File: config.mk
export PLATFORM = sky130hd
export DESIGN_NAME = fp_accum_tree
export DESIGN_NICKNAME = d
export VERILOG_FILES = /design/src/rtl/fp_accum_tree.sv
export SDC_FILE = /design/constraint.sdc
export NUM_CORES = 2
export LEC_CHECK = 0
export ABC_AREA = 1
export CAP_MARGIN = 25
export CORE_MARGIN = 10
export CORE_UTILIZATION = 64
export CTS_BUF_LIST = sky130_fd_sc_hd__clkbuf_8
export DETAILED_ROUTE_END_ITERATION = 6
export PLACE_DENSITY = 0.84
export SLEW_MARGIN = 5
export SYNTH_ARGS = -nofsm -noshare
export SYNTH_HDL_FRONTEND = slang
export SYNTH_SLANG_ARGS = --single-unit
File: constraint.sdc
create_clock -name clk -period 14.45 [get_ports clk]
set_input_delay 1.445 -clock clk [delete_from_list [all_inputs] [get_ports clk]]
set_output_delay 1.445 -clock clk [all_outputs]
set_load 0.05 [all_outputs]
File: src/rtl/fp_accum_tree.sv
// fp_accum_tree: pipelined multi-operand floating-point sum with per-group accumulation
module fp_accum_tree #(
  parameter int EXPONENT = 8,
  parameter int MANTISSA = 23,
  parameter int NUM_IN = 4
) (
  input  logic clk,
  input  logic rst_n,
  input  logic in_valid,
  input  logic in_last,
  input  logic [NUM_IN*(EXPONENT+MANTISSA+1)-1:0] in_data,
  output logic out_valid,
  output logic [EXPONENT+MANTISSA:0] out_data
);
  localparam int W = EXPONENT + MANTISSA + 1;
  localparam int SW = MANTISSA + 3 + $clog2(NUM_IN);
  localparam int EMAX = 2**EXPONENT - 1;
  function automatic logic [MANTISSA:0] align(input logic [EXPONENT-1:0] ex, input logic [MANTISSA-1:0] man,
                                              input logic [EXPONENT-1:0] mx);
    logic [EXPONENT-1:0] d;
    d = mx - ex;
    return (ex == '0 || int'(d) > MANTISSA) ? '0 : {1'b1, man} >> d;
  endfunction
  function automatic logic [W-1:0] normalise(input logic sign, input logic [SW-1:0] mag,
                                             input logic [EXPONENT-1:0] ex);
    int p;
    int e;
    logic [MANTISSA-1:0] m;
    p = 0;
    for (int i = 0; i < SW; i++) if (mag[i]) p = i;
    e = int'(ex) + p - MANTISSA;
    m = MANTISSA'(p >= MANTISSA ? mag >> (p - MANTISSA) : mag << (MANTISSA - p));
    if (mag == '0 || e <= 0) return '0;
    if (e >= EMAX) return {sign, EXPONENT'(EMAX - 1), {MANTISSA{1'b1}}};
    return {sign, EXPONENT'(e), m};
  endfunction
  logic [NUM_IN-1:0][EXPONENT-1:0] op_exp;
  logic [NUM_IN-1:0][MANTISSA:0] op_sig;
  logic [NUM_IN-1:0] op_sign;
  logic [EXPONENT-1:0] max_exp;
  always_comb begin
    max_exp = '0;
    for (int i = 0; i < NUM_IN; i++) max_exp = op_exp[i] > max_exp ? op_exp[i] : max_exp;
  end
  for (genvar k = 0; k < NUM_IN; k++) begin : g_op
    assign op_sign[k] = in_data[k*W+W-1];
    assign op_exp[k] = in_data[k*W+MANTISSA +: EXPONENT];
    assign op_sig[k] = align(op_exp[k], in_data[k*W +: MANTISSA], max_exp);
  end
  logic s1_valid, s1_last;
  logic [EXPONENT-1:0] s1_exp;
  logic [NUM_IN-1:0] s1_sign;
  logic [NUM_IN-1:0][MANTISSA:0] s1_sig;
  logic s2_valid, s2_last, s2_sign;
  logic [EXPONENT-1:0] s2_exp;
  logic [SW-1:0] s2_mag;
  logic s3_valid, s3_last;
  logic [W-1:0] s3_data;
  logic [W-1:0] acc;
  logic signed [SW-1:0] sum;
  always_comb begin
    sum = '0;
    for (int i = 0; i < NUM_IN; i++) sum = s1_sign[i] ? sum - SW'(s1_sig[i]) : sum + SW'(s1_sig[i]);
  end
  // acc is cleared when a group closes, so it doubles as the zero seed for the next group
  logic [EXPONENT-1:0] a_exp, b_exp, s4_max;
  logic [MANTISSA:0] a_sig, b_sig;
  logic signed [SW-1:0] acc_sum;
  logic [W-1:0] result;
  always_comb begin
    a_exp = s3_data[W-2 -: EXPONENT];
    b_exp = acc[W-2 -: EXPONENT];
    s4_max = a_exp > b_exp ? a_exp : b_exp;
    a_sig = align(a_exp, s3_data[MANTISSA-1:0], s4_max);
    b_sig = align(b_exp, acc[MANTISSA-1:0], s4_max);
    acc_sum = (s3_data[W-1] ? -SW'(a_sig) : SW'(a_sig)) + (acc[W-1] ? -SW'(b_sig) : SW'(b_sig));
    result = normalise(acc_sum[SW-1], acc_sum[SW-1] ? -acc_sum : acc_sum, s4_max);
  end
  always_ff @(posedge clk or negedge rst_n) begin
    if (!rst_n) begin
      s1_valid <= 1'b0;
      s1_last <= 1'b0;
      s1_exp <= '0;
      s1_sign <= '0;
      s1_sig <= '0;
      s2_valid <= 1'b0;
      s2_last <= 1'b0;
      s2_sign <= 1'b0;
      s2_exp <= '0;
      s2_mag <= '0;
      s3_valid <= 1'b0;
      s3_last <= 1'b0;
      s3_data <= '0;
      acc <= '0;
      out_valid <= 1'b0;
      out_data <= '0;
    end else begin
      s1_valid <= in_valid;
      s1_last <= in_valid & in_last;
      s1_exp <= max_exp;
      s1_sign <= op_sign;
      s1_sig <= op_sig;
      s2_valid <= s1_valid;
      s2_last <= s1_last;
      s2_sign <= sum[SW-1];
      s2_exp <= s1_exp;
      s2_mag <= sum[SW-1] ? -sum : sum;
      s3_valid <= s2_valid;
      s3_last <= s2_last;
      s3_data <= normalise(s2_sign, s2_mag, s2_exp);
      out_valid <= s3_valid & s3_last;
      if (s3_valid) acc <= s3_last ? '0 : result;
      if (s3_valid & s3_last) out_data <= result;
    end
  end
endmodule

==> impl_metrics.yaml <==
setup_path:
  cp_data_required_time_ns: 14.95
  worstPathArrival_ns: 13.91
  reg2reg_depth: 66
  crit_top_cell: "nand2_1"
  slowest_delay_ns: 0.73
  crit_slowest_cell: "o21ai_0"
  crit_path_start_kind: "register"
  crit_buf_inv: 8
  worst-path-stages: 66
  cpLargestDelayFamily: "simple AND/OR/NAND/NOR gates"
  path_class: "register to register"
  crit_path_end_kind: "register"
  cp_max_fo: 22
placement:
  place_inst: 6033
  place_ws_ns: 0.839
  dp_hpwl_mm: 81.4
  placed_area_mm2: 0.0350
  place.gp.congestion: 1.02
  numPortBuffers: 164
clock_tree:
  clock-sinks: 248
  clkLatencyLatePin_ns: 0.63
  cts_tree: "yes"
  clockRootBuffer: "clkbuf_8"
  path_clk_slew_ns: 0.07
  cts_hold_buf: 0
  numCtsBuffers: 41
  cts_buffer_depth: 3
  htree_levels: 2
yosys:
  synth_compound_area_share_pct: 20.1
  synth_top_area_cell: "dfrtp_1"
  ys_seq_elements: 248
  seq_area_frac_synth_pct: 18.7
  synthesis.nets: 5754
  synth_area_mm2: 0.0331
  synth_edf_count: 0
  synthMuxAreaShare_pct: 0.815
  yosys.area_share.simple_pct: 31.3
  synth_top_area_share_pct: 18.7
  synth_top_family_by_area: "simple AND/OR/NAND/NOR gates"
  yosysUniqueCellTypes: 70
  synth.avg_cell_area_um2: 6.16
  yosys_most_used_dff: "dfrtp_1"
  synth-adder-area-share_pct: 9.41
  synth_xor_area_share_pct: 8.76
  synthArstFlopShare_pct: 100
  synth_area_leaders: "dfrtp_1 19%, nand2_1 15%, ha_1 8.7%"
  netlist_instances: 5380
  synth_warnings: 0
route:
  wl_per_cell_um: 16.8
  ant_nets: 0
  num_vias: 36300
  vias_per_cell: 5.93
  drc: 1
  drt_pass1_iterations: 7
  drtIter0Drc: 4054
  routed_wl_mm: 103
flow_run:
  drv_cap: 0
sta:
  worst_slew_pin_slew_ns: 0.991
  layout_setup_ws_ns: 1.04
  finalSetupViolCount: 0
  hold_viol: 0
  clock.fmax_ghz: 0.0746
  maxSlewHeadroom_pct: 33.8
  fin_skew_ns: 0.0358
  finalCritPeriodShare_pct: 92.8
  slew_viol_final: 0
  period_needed_ns: 13.41
finish:
  final_util_pct: 70.4
  layout-area-overhead-vs-synth_pct: 8.96
  stdcell_area_mm2: 0.0361
  fin_nets: 5776
  seqCellArea_mm2: 0.00621
  fillers: 4734
  finalNonFillerCells: 6116
  multi_input_area_mm2: 0.0234
  layout_common_cells: "1281 x nand2_1, 665 x inv_1, 499 x o21ai_0"
  mostFrequentLayoutCell: "nand2_1"
  drive_above_1_share_pct: 4.27
die:
  floorplan.initialDensity_pct: 64.6
  die_w_um: 248
  std_cell_rows: 83
  io_pins: 165
  die_area_mm2: 0.0613
  die_h_um: 248
  core_mm2: 0.0513
grt:
  grt_first_pass_wirelength_mm: 162
  gr-total-overflow: 0
  grt_use_total_pct: 31.9
  antenna_found_initial: 1
  grt_max_degree: 94
  grt_pass1_vias: 32700
status:
  violations: "DRC"
  outcome: "finished, violations left"
worst_hold_path:
  hold_depth: 0
  hold_path_class: "register to register"
[metrics by stage]
stage	hold slack [ns]	TNS, ns
floorplan	0.331	0
global placement	0.332	0
detailed placement	0.336	0
CTS	0.347	0
global route	0.352	-0.0266
finish	0.344	0
[layout make-up]
cell class,count,share of cell area (%)
repair buffers,210,5.66
inverters,703,7.34
clock buffers,51,1.94
flip-flops and latches,248,17.2
diodes,1,0.00693
clock inverters,25,0.741
well taps,680,2.36
multi-input cells,4198,64.8
[final timing paths]
path	start	endpoint	slack [ns]
worst max-delay path	acc[30]	out_data[13]	1.04
min in group asynchronous	rst_n	s1_sign[1]	0.80
worst min-delay path	s2_last	s3_last	0.34
worst min register to register	s2_last	s3_last	0.34
worst max register to register	acc[30]	out_data[13]	1.04
max in group asynchronous	rst_n	s1_last	12.37
[worst reg2reg max path, delay by kind of cell, from the launching register on]
kind | cells | cell delay [ns]
AO/OA/AOI/OAI | 21 | 4.40
flip-flops | 1 | 0.37
buffers and inverters | 8 | 1.40
adder cells (fa/ha/maj) | 6 | 1.86
XOR/XNOR | 2 | 0.66
AND/OR/NAND/NOR | 29 | 4.64
[synthesized netlist by cell type, drive strengths merged, types with 5 or more instances]
cell type and number:
clkbuf 178, nand2 1297, a221oi 9, a41oi 6, dfrtp 248, o31ai 11, o21ai 543, or2 20
mux2i 27, a31oi 55, nor3b 9, nand3b 8, xor2 241, and2 7, nor2 472, nor4 25
clkinv 23, o21bai 15, a21boi 5, nand4 79, fa 12, buf 53, nor3 76, o21a 11
a211oi 18, o22ai 100, a21oi 283, inv 680, a21o 8, o211ai 67, xnor2 83, ha 230
nand3 440, a22oi 15, o221ai 7
[layer usage]
layer | vias to the layer above | part of all wire, % | track usage [%]
li1 | 17900 | - | -
met1 | 16400 | 41 | 39.9
met2 | 1665 | 46 | 52.8
met3 | 300 | 8.2 | 5.05
met4 | 0 | 4.8 | 15.5
met5 | - | 0 | 0
[flip-flops by register name (all words and copies together) (netlist names), 4 cells and up]
signal / count
acc: 32
out_data: 32
s1_exp: 8
s1_sig: 96
s1_sign: 4
s2_exp: 8
s2_mag: 28
s3_data: 32
[kinds of logic (layout without fill, tap and decap cells)]
| kind of cell | Yosys count | in the layout |
|---|---|---|
| DFF | 248 | 248 |
| AOI/OAI and AO/OA | 1170 | 1170 |
| adders and majority gates | 242 | 242 |
| xor gates and xnor gates | 324 | 324 |
| and+or+nand+nor | 2435 | 2435 |
| other | 0 | 1 |
| buffers and inverters | 934 | 989 |
| muxes | 27 | 27 |
[repair_timing]
| action | 4_1_cts | 5_1_grt |
|---|---|---|
| setup endpoints to repair | 0 | 64 |
| resized for setup | 0 | 12 |
| buffers inserted | 0 | 2 |
Power is not shown: default switching activity piles up to over one toggle a cycle in this logic, so the estimate is an artifact.
